## src/rtl/pc_sequencer.sv

```systemverilog
// Multi-cycle FETCH/DECODE/MEM/WB control sequencer for the miniRV core.
// Issues memory requests, IR load, PC advance and RF write strobes; traps on illegal opcode or memory timeout.
module pc_sequencer #(
  parameter int MEM_TIMEOUT = 16,
  parameter int CNT_W       = 32
) (
  input  logic             clk,
  input  logic             reset_n,
  input  logic [6:0]       opcode,
  output logic             imem_req,
  input  logic             imem_rvalid,
  output logic             dmem_req,
  output logic             dmem_we,
  input  logic             dmem_rvalid,
  output logic             ir_load,
  output logic             pc_en,
  output logic             pc_sel,
  output logic             rf_we,
  output logic             halt,
  output logic [1:0]       trap_cause,
  output logic [CNT_W-1:0] cycle_cnt,
  output logic [CNT_W-1:0] instret_cnt
);

  localparam int WAIT_W = (MEM_TIMEOUT > 2) ? $clog2(MEM_TIMEOUT) : 1;
  localparam logic [WAIT_W-1:0] WAIT_LAST = WAIT_W'(MEM_TIMEOUT - 1);

  localparam logic [6:0] OP_ALU   = 7'b0110011;
  localparam logic [6:0] OP_ALUI  = 7'b0010011;
  localparam logic [6:0] OP_LUI   = 7'b0110111;
  localparam logic [6:0] OP_JALR  = 7'b1100111;
  localparam logic [6:0] OP_LOAD  = 7'b0000011;
  localparam logic [6:0] OP_STORE = 7'b0100011;

  localparam logic [1:0] CAUSE_ILL  = 2'b01;
  localparam logic [1:0] CAUSE_IMEM = 2'b10;
  localparam logic [1:0] CAUSE_DMEM = 2'b11;

  typedef enum logic [2:0] {
    S_FETCH  = 3'd0,
    S_DECODE = 3'd1,
    S_MEM    = 3'd2,
    S_WB     = 3'd3,
    S_TRAP   = 3'd4
  } state_e;

  state_e              state_q, state_d;
  logic [WAIT_W-1:0]   wait_q, wait_d;
  logic [6:0]          op_q, op_d;
  logic [1:0]          cause_q, cause_d;
  logic [CNT_W-1:0]    cycle_q, cycle_d;
  logic [CNT_W-1:0]    instret_q, instret_d;

  always_comb begin
    state_d   = state_q;
    wait_d    = '0;
    op_d      = op_q;
    cause_d   = cause_q;
    instret_d = instret_q;
    cycle_d   = (state_q == S_TRAP) ? cycle_q : cycle_q + CNT_W'(1);
    case (state_q)
      S_FETCH: begin
        // rvalid on the last allowed wait cycle still wins over the timeout
        if (imem_rvalid) begin
          state_d = S_DECODE;
        end else if (wait_q == WAIT_LAST) begin
          state_d = S_TRAP;
          cause_d = CAUSE_IMEM;
        end else begin
          wait_d = wait_q + WAIT_W'(1);
        end
      end
      S_DECODE: begin
        op_d = opcode;
        case (opcode)
          OP_ALU, OP_ALUI, OP_LUI, OP_JALR: state_d = S_WB;
          OP_LOAD, OP_STORE:                state_d = S_MEM;
          default: begin
            state_d = S_TRAP;
            cause_d = CAUSE_ILL;
          end
        endcase
      end
      S_MEM: begin
        if (dmem_rvalid) begin
          state_d = S_WB;
        end else if (wait_q == WAIT_LAST) begin
          state_d = S_TRAP;
          cause_d = CAUSE_DMEM;
        end else begin
          wait_d = wait_q + WAIT_W'(1);
        end
      end
      S_WB: begin
        instret_d = instret_q + CNT_W'(1);
        state_d   = S_FETCH;
      end
      S_TRAP: state_d = S_TRAP;
      default: state_d = S_FETCH;
    endcase
  end

  always_ff @(posedge clk or negedge reset_n) begin
    if (!reset_n) begin
      state_q   <= S_FETCH;
      wait_q    <= '0;
      op_q      <= '0;
      cause_q   <= '0;
      cycle_q   <= '0;
      instret_q <= '0;
    end else begin
      state_q   <= state_d;
      wait_q    <= wait_d;
      op_q      <= op_d;
      cause_q   <= cause_d;
      cycle_q   <= cycle_d;
      instret_q <= instret_d;
    end
  end

  // Requests and strobes are gated by reset_n so they fall the instant reset asserts.
  assign imem_req    = reset_n && (state_q == S_FETCH);
  assign ir_load     = imem_req && imem_rvalid;
  assign dmem_req    = reset_n && (state_q == S_MEM);
  assign dmem_we     = dmem_req && (op_q == OP_STORE);
  assign pc_en       = reset_n && (state_q == S_WB);
  assign pc_sel      = pc_en && (op_q == OP_JALR);
  assign rf_we       = pc_en && (op_q != OP_STORE);
  assign halt        = reset_n && (state_q == S_TRAP);
  assign trap_cause  = cause_q;
  assign cycle_cnt   = cycle_q;
  assign instret_cnt = instret_q;

endmodule

```

## config.mk

```make
export PLATFORM = sky130hd
export DESIGN_NAME = pc_sequencer
export DESIGN_NICKNAME = d
export VERILOG_FILES = /design/src/rtl/pc_sequencer.sv
export SDC_FILE = /design/constraint.sdc
export NUM_CORES = 1
export LEC_CHECK = 0
export CAP_MARGIN = 10
export CELL_PAD_IN_SITES_DETAIL_PLACEMENT = 0
export CELL_PAD_IN_SITES_GLOBAL_PLACEMENT = 2
export CORE_ASPECT_RATIO = 1.2
export CORE_MARGIN = 1.5
export CORE_UTILIZATION = 34
export CTS_CLUSTER_DIAMETER = 40
export DETAILED_ROUTE_END_ITERATION = 7
export PLACE_DENSITY = 0.95
export REMOVE_ABC_BUFFERS = 1
export SLEW_MARGIN = 5
export SYNTH_ARGS = -nofsm -noshare
export SYNTH_HDL_FRONTEND = slang
export SYNTH_SLANG_ARGS = --single-unit
```

## constraint.sdc

```tcl
create_clock -name clk -period 2.63 [get_ports clk]
set_input_delay 0.263 -clock clk [delete_from_list [all_inputs] [get_ports clk]]
set_output_delay 0.263 -clock clk [all_outputs]
set_load 0.03 [all_outputs]
```

=== Yosys cells after proc, flatten, opt, wreduce, memory -nomap -nowiden ===
Index checks and enable logic that the tools add are counted.

* Reductions and logical operators: 14
* Mux-type cells: 15
* Equal/unequal tests: 19
* Add/sub/neg operators: 3

{| class="wikitable"
|+ Operators with widths
! operator !! number
|-
| 32-bit by 1-bit adder with 32-bit output (second input constant) || 2
|-
| 7-bit by 6-bit equality test with 1-bit output (second input constant) || 4
|-
| 7-bit equality test (second input constant) || 2
|-
| 4-bit two-way mux || 3
|-
| 3-bit case mux with 4 select lines || 1
|-
| 2-bit two-way mux || 5
|-
| 2-bit inequality test (second input constant) || 5
|-
| 3-bit two-way mux || 3
|-
| 1-bit logical AND || 8
|-
| 4-bit case mux with 2 select lines || 1
|-
| 7-bit by 2-bit equality test with 1-bit output (second input constant) || 1
|-
| 7-bit by 5-bit equality test with 1-bit output (second input constant) || 1
|-
| 7-bit by 6-bit inequality test with 1-bit output (second input constant) || 1
|-
| 3-bit by 2-bit equality test with 1-bit output (second input constant) || 2
|-
| 2-bit case mux with 3 select lines || 1
|-
| 3-bit case mux with 2 select lines || 1
|-
| 6-bit AND reduction || 1
|-
| 6-bit OR reduction || 1
|-
| 4-bit by 1-bit adder with 4-bit output (second input constant) || 1
|-
| 4-bit equality test (second input constant) || 1
|-
| 4-bit OR reduction || 1
|-
| 3-bit by 1-bit equality test with 1-bit output (second input constant) || 1
|-
| 3-bit equality test (second input constant) || 1
|-
| 3-bit zero test || 1
|-
| other kinds (2) || 2
|}

* Logic and storage cells: 57
* Output and inout port bits: 74
* Flip-flop bits (word level): 80
* Input port bits: 11

=== Logic depth before layout (Yosys ltp) ===
Gate-level depths: netlist of the first run.

* Word-level depth: 4
* Gate-level depth with buffers: 6
* Depth with buffers taken out: 5

=== Worst setup path before layout of the first run ===
No wires, ideal clock.

* Path kind: flip-flop to output port
* Start: reg state_q[0]
* End: out ir_load
* Stages on the path, launching flop included: 6
* Setup slack: 763 ps
* Path buffers: 1
* Required time: 2367 ps
* Arrival time: 1604 ps
* Path through: dfrtp_1 buf_2 nor2_1 nand2_1 nor2_1 and2_1

* Longest elaborated chain between the ends: 3

{| class="wikitable"
|+ Ends and longest elaborated chain
! item !! RTL line !! source
|-
| from (decl) || 47 || <nowiki>state_e state_q, state_d;</nowiki>
|-
| from (signal assigned) || 112 || <nowiki>state_q <= state_d;</nowiki>
|-
| 3-bit zero test || 122 || <nowiki>assign imem_req = reset_n && (state_q == S_FETCH);</nowiki>
|-
| 1-bit logical AND || 122 ||
|-
| via imem_req || 10 || <nowiki>output logic imem_req,</nowiki>
|-
| 1-bit logical AND || 123 || <nowiki>assign ir_load = imem_req && imem_rvalid;</nowiki>
|-
| to (decl) || 15 || <nowiki>output logic ir_load,</nowiki>
|}

The timed path passes the listed nets, and every way through them passes these cells.

=== Final worst setup path of the first run ===
* Start: reg state_q[0]
* End: out ir_load

* Longest elaborated chain between the ends: 3

{| class="wikitable"
|+ Ends and longest elaborated chain
! item !! RTL line
|-
| 3-bit zero test || 122
|-
| 1-bit logical AND || 122
|-
| 1-bit logical AND || 123
|}

No other way between the ends.

==> results.txt, run 1 <==
The accumulated negative setup slack is 0 ns. The total count of hold-check failures in the final report came out at 0. For the pin with the worst max-slew slack, the measured transition is 0.6144 ns.

The remaining number of nets flagged by the antenna check after routing is 0. The chip width is between 90 and 100 µm. The net count of the finished layout is 447. The cell area that synthesis handed to floorplanning was about 3700 µm². The area added between synthesis and finish came out at 33.80%. The critical path class is register to primary output. Summed over all instances, the cell type with the most area after synthesis is sky130_fd_sc_hd__dfrtp_1. The count of cell types in the netlist is between 40 and 50. The worst path setup slack after routing is around 0.18 ns. The part of the cycle the worst path needs came out at 0.9299. The average detailed-routed wire length per instance is ~14 µm.

The power per unit of standard cell area is about 670 nW/µm². The number of flip-flops and latches in the synthesized netlist is 80. The die covers 11660 µm².

Setup repair after global routing left no endpoint under its margin. The part of the Yosys area used for sequential elements is 0.5344. The filler cell count came out at about 980. The commonest non-fill, non-tap cell in the layout is sky130_fd_sc_hd__clkdlybuf4s50_1. The post-placement cell area came out at around 4700 µm². The library cells used most frequently in the layout, excluding fill and tap cells, are sky130_fd_sc_hd__clkdlybuf4s50_1, sky130_fd_sc_hd__dfrtp_1, sky130_fd_sc_hd__xnor2_1. The number of endpoints failing setup at the final stage came out at 0. For this run, the detailed router's first-pass iteration total came to 7.

The maximum resistive drop on vdd is 0.3097 mV. The flow ran to the end, but the final reports show violations. The critical path required time is about 2.4 ns.

The number of buffers on the longest clock path came out at 2. Counting every sink on the clock net gives 80. The count of vias placed by the detailed router came out at 2820.

After synthesis, the cell types taking the most area are sky130_fd_sc_hd__dfrtp_1, sky130_fd_sc_hd__xnor2_1, sky130_fd_sc_hd__nand2_1, sky130_fd_sc_hd__nand3_1, sky130_fd_sc_hd__nand4_1. Of the cells placed in the final design, the portion with a size suffix greater than 1 is 0.08009. The number of antenna diodes in the final layout is 0. The total overflow reported by the global router came out at 0. The first-pass GRT wire length came out at 13860 µm. The data arrival time of the critical path came out at 2.18 ns.

The floorplan has just over 40 rows. In the routed design, unresolved DRC markers number 7. STA classifies the critical path startpoint as a register. The violation count after the first detailed-routing iteration came out at ~100.

The total number of yosys warnings came out at 0. The worst register-to-register path has a depth of 4. The min-delay analysis places its worst path in the category primary input to async pin.

The worst setup path is captured at a primary output. The routed design could run at a clock period as short as 2.446 ns. The checks that failed: design-rule violations. The minimum setup slack after placement came out at 0.5048 ns. The core region area is 10620 µm². The H-tree generated during clock tree synthesis spans 3 levels. The cell area after layout is 5012 µm². The startpoint identified for the worst register-to-register timing path is instret_cnt[13]$_DFFE_PN0N_. The static power due to leakage is between 2 and 2.5 nW. The cell at the root of the clock tree is sky130_fd_sc_hd__clkbuf_16. The number of buffers added by the clock tree synthesis step came out at 9. Across the whole layout, storage elements account for ~2000 µm². Averaged over all synthesized cells, the footprint is between 10 and 15 µm². The reg-to-reg endpoint is instret_cnt[28]$_DFFE_PN0N_. Summing all multi-input logic gate instances after layout gives between 1500 and 2000 µm². Summed over all layers, the routed wires come to between 8000 and 9000 µm. The number of maximum-capacitance violations is 0. In this run the tightest slew margin relative to its limit is 0.5904. The total global-route track usage came out at 0.1475. The final setup skew came out at roughly 0.0042 ns.

Entering global routing, the biggest net connects 50 pins. TritonCTS built the clock tree. The sum of net half-perimeters after detailed placement is approximately 5800 µm. The number of antenna violations at the first check in global routing came out at 0. The fraction of synthesized cell area taken by the top area cell type is 0.5344. In the routed layout, each cell is associated on average with a via count of 4.982. Port buffering added 84 buffers. Clock-pin slew was measured on the worst setup and hold paths at approximately 0.06 ns.

The initial core utilization is 0.3528. Setup slack on the worst reg-to-reg path comes out at a little over 0.9 ns. The number of max-slew violations in the final report is 0.

The die height came out at about 120 µm. The final weighted congestion of routability-driven global placement is 0.7933. The highest clock frequency the design can meet is approximately 400 MHz.

The number of instances in the synthesized netlist came out at 341. The number of primary I/O pins is 85. The clock latency reported for the late side of the worst-skew pair is roughly 0.33 ns. The via count of the first global-routing pass is around 2.9k. The largest driver fanout on the critical path came out at 10.
==> synthesized netlist by cell type <==
cell type	count
sky130_fd_sc_hd__dfrtp_1	80
sky130_fd_sc_hd__xnor2_1	55
sky130_fd_sc_hd__nand2_1	44
sky130_fd_sc_hd__nand3_1	29
sky130_fd_sc_hd__nand4_1	22
sky130_fd_sc_hd__nor2_1	17
sky130_fd_sc_hd__and3_1	15
sky130_fd_sc_hd__and4_1	9
sky130_fd_sc_hd__xor2_1	9
sky130_fd_sc_hd__nor3_1	6
sky130_fd_sc_hd__buf_2	5
sky130_fd_sc_hd__and2_1	4
sky130_fd_sc_hd__ha_1	3
sky130_fd_sc_hd__inv_1	3
sky130_fd_sc_hd__nand2b_1	3
sky130_fd_sc_hd__a21oi_1	2
sky130_fd_sc_hd__buf_6	2
sky130_fd_sc_hd__clkbuf_1	2
sky130_fd_sc_hd__nand3b_1	2
sky130_fd_sc_hd__nand4b_1	2
sky130_fd_sc_hd__nor4_4	2
sky130_fd_sc_hd__o21ai_0	2
sky130_fd_sc_hd__o22a_1	2
sky130_fd_sc_hd__or2_2	2
sky130_fd_sc_hd__or3b_2	2
sky130_fd_sc_hd__a2bb2oi_1	1
sky130_fd_sc_hd__and3b_1	1
sky130_fd_sc_hd__buf_4	1
sky130_fd_sc_hd__mux2_2	1
sky130_fd_sc_hd__mux2i_1	1
sky130_fd_sc_hd__nand4_2	1
sky130_fd_sc_hd__nor2b_1	1
sky130_fd_sc_hd__nor3b_1	1
sky130_fd_sc_hd__nor3b_2	1
sky130_fd_sc_hd__nor3b_4	1
sky130_fd_sc_hd__nor4_1	1
sky130_fd_sc_hd__nor4_2	1
sky130_fd_sc_hd__nor4b_4	1
sky130_fd_sc_hd__o211ai_1	1
sky130_fd_sc_hd__o221ai_1	1
sky130_fd_sc_hd__o2bb2ai_1	1
sky130_fd_sc_hd__o31ai_1	1
==> kinds of logic (layout without fill, tap and decap cells) <==
group           after synthesis  after routing  synth area share
compound gates               11             11           0.02105
xor+xnor                     64             64            0.1496
fa+ha+maj                     3              3           0.01002
buf+inv                      13            109           0.01971
flops                        80             80            0.5344
mux                           2              2          0.005678
simple gates                168            168            0.2595
==> metal layers <==
layer / global-route usage / wire (µm) / vias up
met5: 0 / 0 / -
met3: 0.03563 / 425 / 15
met2: 0.2284 / 3807 / 70
met4: 0.07589 / 201 / 0
met1: 0.1906 / 3763 / 1359
li1: - / - / 1376
==> timing repair <==
action	in CTS	in global routing
hold endpoints to repair	4	0
resized for setup	0	1
hold buffers	1	0
buffers inserted	0	0
setup endpoints to repair	0	1
==> registers in the layout, summed over array words and instances, names as in the netlist <==
| name | cells |
|---|---|
| wait_q | 4 |
| instret_cnt | 32 |
| state_q | 3 |
| op_q | 7 |
| cycle_cnt | 32 |
| trap_cause | 2 |
==> power by group <==
| group | internal, mW | switching (mW) |
|---|---|---|
| logic | 0.294 | 0.385 |
| clock network | 0.679 | 0.477 |
| registers | 1.37 | 0.149 |
==> metrics by stage <==
step           utilization  cells  power (mW)  hold WS (ns)
4_1_cts             0.4719    566       3.390        0.2735
6_report            0.4720    566       3.349        0.2845
3_5_place_dp        0.4453    550       2.219       0.09199
3_3_place_gp        0.4453    550       2.205       0.09500
5_1_grt             0.4720    566       3.511        0.2939
2_1_floorplan            -    331       1.936      -0.03259
==> critical path: stages, from the launching register on <==
cell                              delay, ns
sky130_fd_sc_hd__dfrtp_1               0.48
sky130_fd_sc_hd__nor2_1                0.35
sky130_fd_sc_hd__nand2_1               0.09
sky130_fd_sc_hd__nor2_1                0.12
sky130_fd_sc_hd__and2_1                0.14
sky130_fd_sc_hd__clkdlybuf4s50_1       0.66
==> worst max path at each step <==
stage,start,endpoint,slack (ns),cells past startpoint
after floorplan,cycle_cnt[0]$_DFFE_PN0P_,cycle_cnt[22]$_DFFE_PN0P_,0.61,5
after global placement,state_q[1]$_DFF_PN0_,pc_sel,0.52,4
after detailed placement,state_q[1]$_DFF_PN0_,pc_sel,0.50,4
after CTS,state_q[1]$_DFF_PN0_,pc_sel,0.11,4
after global routing,state_q[0]$_DFF_PN0_,dmem_we,0.07,4
final,state_q[0]$_DFF_PN0_,ir_load,0.18,5
==> area by class of cell <==
| cell class | instances | area share |
|---|---|---|
| multi-input combinational | 248 | 0.3332 |
| timing repair buffer | 91 | 0.1782 |
| sequential | 80 | 0.3997 |
| clock buffer | 11 | 0.05042 |
| clock inverter | 4 | 0.003994 |
| tap | 129 | 0.03220 |
| inverter | 3 | 0.002247 |
No activity file was read; power rests on OpenSTA's default activity.
==> run 2: changes to the inputs <==
--- a/config.mk
+++ b/config.mk
@@ -10,9 +10,10 @@
 export CELL_PAD_IN_SITES_GLOBAL_PLACEMENT = 2
 export CORE_ASPECT_RATIO = 1.2
 export CORE_MARGIN = 1.5
-export CORE_UTILIZATION = 34
+export CORE_UTILIZATION = 43
 export CTS_CLUSTER_DIAMETER = 40
 export DETAILED_ROUTE_END_ITERATION = 7
+export DONT_BUFFER_PORTS = 1
 export PLACE_DENSITY = 0.95
 export REMOVE_ABC_BUFFERS = 1
 export SLEW_MARGIN = 5
==> run 2 against run 1 <==
Setup slack improved by 0.22 ns; routed wire length fell by 8.7%; power is 13% lower; critical path type unchanged; flip-flop and latch count unchanged; the run now ends clean.
==> results.txt, run 2 (same netlist as run 1, synthesis figures left out) <==
The logic gate share of total power is 0.146 (-0.057). Grouping stages by cell kind, the critical path spends the most delay in simple AND/OR/NAND/NOR gates. The part of the cycle the worst path needs is 0.8452 (-0.08478). The power per unit of standard cell area came out at 711.9 nW/µm² (+6.6%).

The library cell used most frequently in the layout, excluding fill and tap cells, is sky130_fd_sc_hd__dfrtp_1. The average detailed-routed wire length per instance is 15.85 µm (+9.4%). The sum of internal, switching and leakage power is 2.924 mW (-13%). The initial core utilization came out at 0.4398 (+0.08700). The total global-route track usage came out at 0.1710 (+0.02347). The die height came out at 105.2 µm (-11%). The proportion of layout cells with a drive suffix above 1 was 0.09577 (+0.01568). Setup repair after global routing left no endpoint under its margin. The number of maximum-capacitance violations is 0 (unchanged). The setup path with the least slack is of type register to primary output. The first-pass GRT wire length is 12320 µm (-11%). The worst slew margin relative to its limit is 0.5414 (-0.04905). The clock latency reported for the late side of the worst-skew pair came out at 0.34 ns (about the same). The routed wire length was 7481 µm (-8.7%).

The sequential share of power is 0.558 (+0.106). The total overflow reported by the global router is 0 (unchanged). In this run the clock root is driven by a sky130_fd_sc_hd__clkbuf_8. The switching share of total power came to 0.3258 (+0.02405).

The number of endpoints failing setup at the final stage came out at 0 (unchanged). The path class of the tightest hold or removal check is primary input to register. In the layout the commonest cells are sky130_fd_sc_hd__dfrtp_1, sky130_fd_sc_hd__xnor2_1, sky130_fd_sc_hd__nand2_1. The highest clock frequency the design can meet came out at 449.9 MHz (+10%). Compared with the post-synthesis result, the final layout area differs by 9.653%.

The iteration count of the initial detailed-routing pass is 4 (-3). The total count of hold-check failures in the final report is 0 (unchanged). The maximum resistive drop on vdd came out at 0.3095 mV (about the same). The number of placement rows is 37 (-9.8%). The number of instances resized during post-cts repair is 0 (unchanged). The count of clock tree sinks came to 80 (unchanged).

The number of remaining DRC errors is 0 (-7). The worst setup path is launched from a register. The minimum period implied by the final worst setup slack is 2.223 ns (-0.2230 ns). TritonCTS built the clock tree.

The violation count after the first detailed-routing iteration came out at 75 (-28%). The number of primary I/O pins came out at 85 (unchanged). The number of antenna violations at the first check in global routing is 0 (unchanged). The accumulated negative setup slack came out at 0 ns (unchanged).

The count of vias placed by the detailed router was 2530 (-10%). The overall die area is 9283 µm² (-20%). The antenna diode instance count came out at 0 (unchanged). The critical path required time is 2.37 ns (about the same). The net load switching power is 952.6 µW (-5.7%). The flow ran to the end, and the final reports show no timing, DRC or antenna violations. The share of power burned in the clock network is 0.297 (-0.048). The delay of the slowest cell on the worst path came to 0.50 ns (-0.16 ns). The critical path buffer and inverter count was 0 (-1). The via count of the first global-routing pass is 2517 (-14%). The number of buffers inserted by post-CTS setup repair was 0 (unchanged). The number of buffer cells added on primary ports came out at 0 (-100%). The number of max-slew violations in the final report came out at 0 (unchanged).

On the critical path, the stage with the largest delay is an instance of sky130_fd_sc_hd__dfrtp_1. The final setup skew came out at 0.007858 ns (+0.003614 ns). Walking the worst path, the cells encountered are nor2_1 -> and3_1 -> and2_1. The final weighted congestion of routability-driven global placement is 0.7834 (-1.2%). The register clock-pin slew on the reported worst setup and hold paths is 0.08 ns (+0.02 ns). The sum of net half-perimeters after detailed placement came out at 5063 µm (-13%). The number of buffers on the longest clock path came out at 2 (unchanged). The remaining number of nets flagged by the antenna check after routing is 0 (unchanged).

The data arrival time of the critical path was 1.96 ns (-0.22 ns). The chip width is 88.21 µm (-11%). The number of buffers added by the clock tree synthesis step is 9 (unchanged). The maximum number of pins on one net before global-route repair is 81 (+62%). The static power due to leakage came to 1.843 nW (-15%). The net count of the finished layout came out at 365 (-18%).

The core region area was 8518 µm² (-20%). The routed via count divided by cell count is 5.360 (+7.6%). The worst setup path is captured at a primary output.

The H-tree depth reported by CTS came out at 3 (unchanged). The largest driver fanout on the critical path came out at 10 (unchanged). The internal power is 1.972 mW (-16%). The transition time at the pin with the least slew margin came out at 0.6828 ns (+0.06844 ns).
==> run 2: cell types whose count changed in the layout (fill, tap and decap cells not counted) <==
cell	delta
sky130_fd_sc_hd__clkbuf_8	+7
sky130_fd_sc_hd__dfrtp_2	-1
sky130_fd_sc_hd__dlygate4sd3_1	+1
sky130_fd_sc_hd__clkinvlp_4	+1
sky130_fd_sc_hd__buf_16	+1
sky130_fd_sc_hd__buf_4	-1
sky130_fd_sc_hd__clkdlybuf4s50_1	-83
sky130_fd_sc_hd__bufinv_16	+1
sky130_fd_sc_hd__clkinv_4	+1
sky130_fd_sc_hd__clkinv_2	-1
sky130_fd_sc_hd__dfrtp_1	+1
sky130_fd_sc_hd__clkbuf_16	-9
==> run 2: timing repair <==
action | in CTS | in global routing
hold buffers | 3 | 0
hold endpoints to repair | 81 | 0
setup endpoints to repair | 0 | 0
==> run 2: final cells by class <==
type	instances	area [µm²]
tap	117	146.4
fill	820	4410
inverter	3	11.26
timing repair buffer	9	92.59
sequential	80	2002
multi-input combinational	248	1670
clock buffer	9	123.9
clock inverter	6	61.31
==> run 2: power groups by stage <==
stage	Combinational [mW]	Clock, mW	Sequential, mW
floorplan	0.324	0	1.61
global placement	0.388	0	1.65
detailed placement	0.399	0	1.66
CTS	0.431	0.901	1.63
global route	0.485	0.958	1.66
finish	0.426	0.867	1.63
==> run 2: path summary, 6_finish.rpt <==
check,startpoint,to,slack (ns),cells after the start
max in group asynchronous,reset_n,instret_cnt[22]$_DFFE_PN0N_,1.84,2
min,opcode[1],op_q[1]$_DFFE_PN0P_,0.03,2
min reg2reg,wait_q[0]$_DFF_PN0_,wait_q[0]$_DFF_PN0_,0.48,1
max reg2reg,instret_cnt[3]$_DFFE_PN0N_,instret_cnt[31]$_DFFE_PN0N_,0.63,4
max,state_q[0]$_DFF_PN0_,dmem_we,0.41,3
min in group asynchronous,reset_n,cycle_cnt[6]$_DFFE_PN0P_,0.46,2
==> run 2: layer usage <==
layer	part of all wire	routed length, µm	global-route usage	up-vias
li1	-	-	-	1210
met2	0.49	3647	0.2644	69
met3	0.067	504	0.05247	16
met5	0	0	0	-
met1	0.43	3184	0.2185	1235
met4	0.019	144	0.07589	0
==> run 2: through the flow <==
step                      cells  worst slack (ns)  hold WS, ns  utilization  cell area, µm²
final                       472            0.4072      0.02567       0.4822            4108
after global routing        472            0.2877     0.007233       0.4822            4108
after CTS                   472            0.3805     0.006398       0.4822            4108
after detailed placement    454            0.5945     -0.03059       0.4549            3875
after global placement      454            0.6179     -0.02972       0.4549            3875
after floorplan             331            0.6085     -0.03259            -            3684
==> run 3: changes to the inputs <==
--- a/config.mk
+++ b/config.mk
@@ -10,11 +10,11 @@
 export CELL_PAD_IN_SITES_GLOBAL_PLACEMENT = 2
 export CORE_ASPECT_RATIO = 1.2
 export CORE_MARGIN = 1.5
-export CORE_UTILIZATION = 43
+export CORE_UTILIZATION = 40
 export CTS_CLUSTER_DIAMETER = 40
 export DETAILED_ROUTE_END_ITERATION = 7
 export DONT_BUFFER_PORTS = 1
-export PLACE_DENSITY = 0.95
+export PLACE_DENSITY = 0.9
 export REMOVE_ABC_BUFFERS = 1
 export SLEW_MARGIN = 5
 export SYNTH_ARGS = -nofsm -noshare
==> constraint.sdc (replaced) <==
create_clock -name clk -period 2.05 [get_ports clk]
set_input_delay 0.205 -clock clk [delete_from_list [all_inputs] [get_ports clk]]
set_output_delay 0.205 -clock clk [all_outputs]
set_load 0.03 [all_outputs]
==> run 3 against run 2 <==
The run now ends with negative hold slack left; power is 34% higher; cell count rose by 11%; cell area up 9.4%; register-to-register slack worse by 0.32 ns; combinational power grew 91%; non-clock buffer count up 49; sequential power grew 17%; critical path depth increased by 1; highest routed layer unchanged.
==> results.txt, run 3 (same netlist as run 1, synthesis figures left out) <==
The cell area after layout came out at 4494 µm² (+9.4%). Following the worst setup path forward leads to its endpoint at ir_load. The number of endpoints failing setup at the final stage is 0 (unchanged). The final weighted congestion of routability-driven global placement is 0.7411 (-5.4%). The number of max-slew violations in the final report came out at 0 (unchanged). The routed via count divided by cell count is 5.257 (-1.9%). The maximum resistive drop on vdd came out at 0.4313 mV (+39%).

The total overflow reported by the global router came out at 0 (unchanged). The H-tree depth reported by CTS came out at 3 (unchanged). The die height came out at 109.0 µm (+3.6%). The critical path class is register to primary output.

The net count of the finished layout came out at 414 (+13%). The critical path required time is 1.85 ns (-0.52 ns). The depth of the worst register-to-register path is 5 (+1). STA classifies the critical path endpoint as a primary output. The library cell used most frequently in the layout, excluding fill and tap cells, is sky130_fd_sc_hd__dfrtp_1. The overall die area came to 9957 µm² (+7.3%). The filler cell count is 838 (+2.2%). The most critical setup path has its startpoint at state_q[0]$_DFF_PN0_. The first-pass GRT wire length is 13670 µm (+11%). The final setup skew came out at 0.009447 ns (+0.001589 ns). The antenna diode instance count was 0 (unchanged).

The accumulated negative setup slack is 0 ns (unchanged). Leaving out fill and tap cells, the most frequent cells in the layout are sky130_fd_sc_hd__dfrtp_1, sky130_fd_sc_hd__xnor2_1, sky130_fd_sc_hd__buf_4. The remaining number of nets flagged by the antenna check after routing is 0 (unchanged). The via count of the first global-routing pass came out at 2839 (+13%). The count of vias placed by the detailed router was 2760 (+9.1%). The post-placement cell area came out at 4217 µm² (+8.8%). The total global-route track usage came out at 0.1735 (+0.002515). Setup repair after global routing left no endpoint under its margin.

The number of remaining DRC errors came out at 0 (unchanged). The final reports fail on negative hold slack. The count of hold buffers inserted by post-cts repair is 7 (+4). The transition time at the pin with the least slew margin came out at 0.4965 ns (-0.1864 ns).

Counting stages on the worst path, the most repeated cell is sky130_fd_sc_hd__nor2_1. For this run, the top clock speed supported by timing is about 520 MHz. The part of the cycle the worst path needs came out at 0.9459. The cell at the slowest stage of the critical path is sky130_fd_sc_hd__dfrtp_1. The critical path depth in cells is 4 (+1). The average detailed-routed wire length per instance is 15.48 µm (-2.3%). The core region area came out at 9081 µm² (+6.6%). STA classifies the critical path startpoint as a register. In this run the critical register-to-register path is launched from state_q[2]$_DFF_PN0_. The violation count after the first detailed-routing iteration came to 92 (+23%).

The post-route worst hold slack is -0.4643 ns (-0.4899 ns). The maximum number of pins on one net before global-route repair came out at 85 (+4.9%). The CTS tree is done. The area added between synthesis and finish came out at 19.97%. The largest driver fanout on the critical path came out at 10 (unchanged). The total count of hold-check failures in the final report is 80 (+80). The number of antenna violations at the first check in global routing is 0 (unchanged). The flow ran to the end, but the final reports show violations. The root buffer cell chosen for the clock tree is sky130_fd_sc_hd__clkbuf_8. The sum of net half-perimeters after detailed placement came to 5715 µm (+13%). The kind of cell with the highest combined delay on the critical path is simple AND/OR/NAND/NOR gates. The register clock-pin slew on the reported worst setup and hold paths is 0.08 ns (about the same).

The proportion of layout cells with a drive suffix above 1 is 0.1926 (+0.09682). The minimum period implied by the final worst setup slack is approximately 1.9 ns. The number of primary I/O pins came out at 85 (unchanged). In this run the critical register-to-register path is captured at cycle_cnt[29]$_DFFE_PN0P_. The power per unit of standard cell area was 873.8 nW/µm² (+23%). The data arrival time of the critical path came out at 1.73 ns (-0.23 ns). Walking the worst path, the cells encountered are nor2_1 -> nand2_1 -> nor2_1 -> and2_1. The delay of the slowest cell on the worst path is 0.50 ns (about the same). The number of placement rows came to 38 (+2.7%).

The clock latency reported for the late side of the worst-skew pair came out at 0.35 ns (about the same). The chip width is 91.34 µm (+3.6%). The number of maximum-capacitance violations came to 0 (unchanged). The flop-to-flop setup slack is 0.31 ns (-0.32 ns). The count of clock tree sinks was 80 (unchanged). The routed wire length was 8127 µm (+8.6%). The iteration count of the initial detailed-routing pass is 4 (unchanged).

The number of buffers on the longest clock path came out at 2 (unchanged). The number of buffer cells added on primary ports was 0 (unchanged). The number of buffers added by the clock tree synthesis step was 9 (unchanged). The worst hold path belongs to the class primary input to async pin. The initial core utilization is 0.4125 (-0.02727). The static power due to leakage was 2.104 nW (+14%).

The critical path buffer and inverter count was 0 (unchanged). The worst slew margin relative to its limit came to 0.6665 (+0.1252).
-- run 3: report_power, final --
group / internal [mW] / switching [mW]
sequential: 1.75 / 0.152
clock: 0.632 / 0.579
combinational: 0.320 / 0.494
total: 2.70 / 1.23
-- run 3: stage by stage --
step	hold slack (ns)	total power, mW	instances	utilization	setup WS [ns]
6_report	-0.4643	3.927	525	0.4949	0.1108
5_1_grt	-0.4887	4.131	525	0.4949	0.009457
4_1_cts	-0.4831	3.974	525	0.4949	0.09964
3_5_place_dp	-0.08820	2.742	502	0.4643	0.2895
3_3_place_gp	-0.08793	2.722	502	0.4643	0.3725
2_1_floorplan	-0.09059	2.484	331	-	0.02849
-- run 3: worst reg2reg max path, stage by stage, from the launching register on --
cell and delay [ns]:
sky130_fd_sc_hd__dfrtp_1 0.46, sky130_fd_sc_hd__nor3b_4 0.22, sky130_fd_sc_hd__nor4b_4 0.41, sky130_fd_sc_hd__buf_4 0.24, sky130_fd_sc_hd__nand4_1 0.13, sky130_fd_sc_hd__xnor2_1 0.17
-- run 3: how the worst min path moves through the flow --
stage	from	end	slack, ns	cells past startpoint
2_1_floorplan	reset_n	cycle_cnt[0]$_DFFE_PN0P_	-0.09	0
3_3_place_gp	reset_n	cycle_cnt[6]$_DFFE_PN0P_	-0.09	0
3_5_place_dp	reset_n	cycle_cnt[6]$_DFFE_PN0P_	-0.09	0
4_1_cts	reset_n	cycle_cnt[4]$_DFFE_PN0P_	-0.48	0
5_1_grt	reset_n	cycle_cnt[6]$_DFFE_PN0P_	-0.49	0
6_report	reset_n	cycle_cnt[6]$_DFFE_PN0P_	-0.46	0
-- run 3: what timing repair did --
item	4_1_cts	5_1_grt
hold endpoints to repair	87	80
gates resized for setup	0	0
buffers inserted	0	0
-- run 3: area by class of cell --
type / count / area, µm² / share of cell area
Sequential cell: 80 / 2002 / 0.4454
Inverter: 3 / 11.26 / 0.002506
Clock buffer: 12 / 155.1 / 0.03452
Multi-Input combinational cell: 248 / 1670 / 0.3717
Clock inverter: 4 / 52.55 / 0.01169
Tap cell: 120 / 150.1 / 0.03341
Timing Repair Buffer: 58 / 452.9 / 0.1008
-- run 3: layer usage --
layer  vias up  GRT usage  wire [µm]
met5         -          0          0
met4         0    0.08036        159
met2        75     0.3076       4221
met3        13    0.04463        495
li1       1300          -          -
met1      1372     0.1957       3251
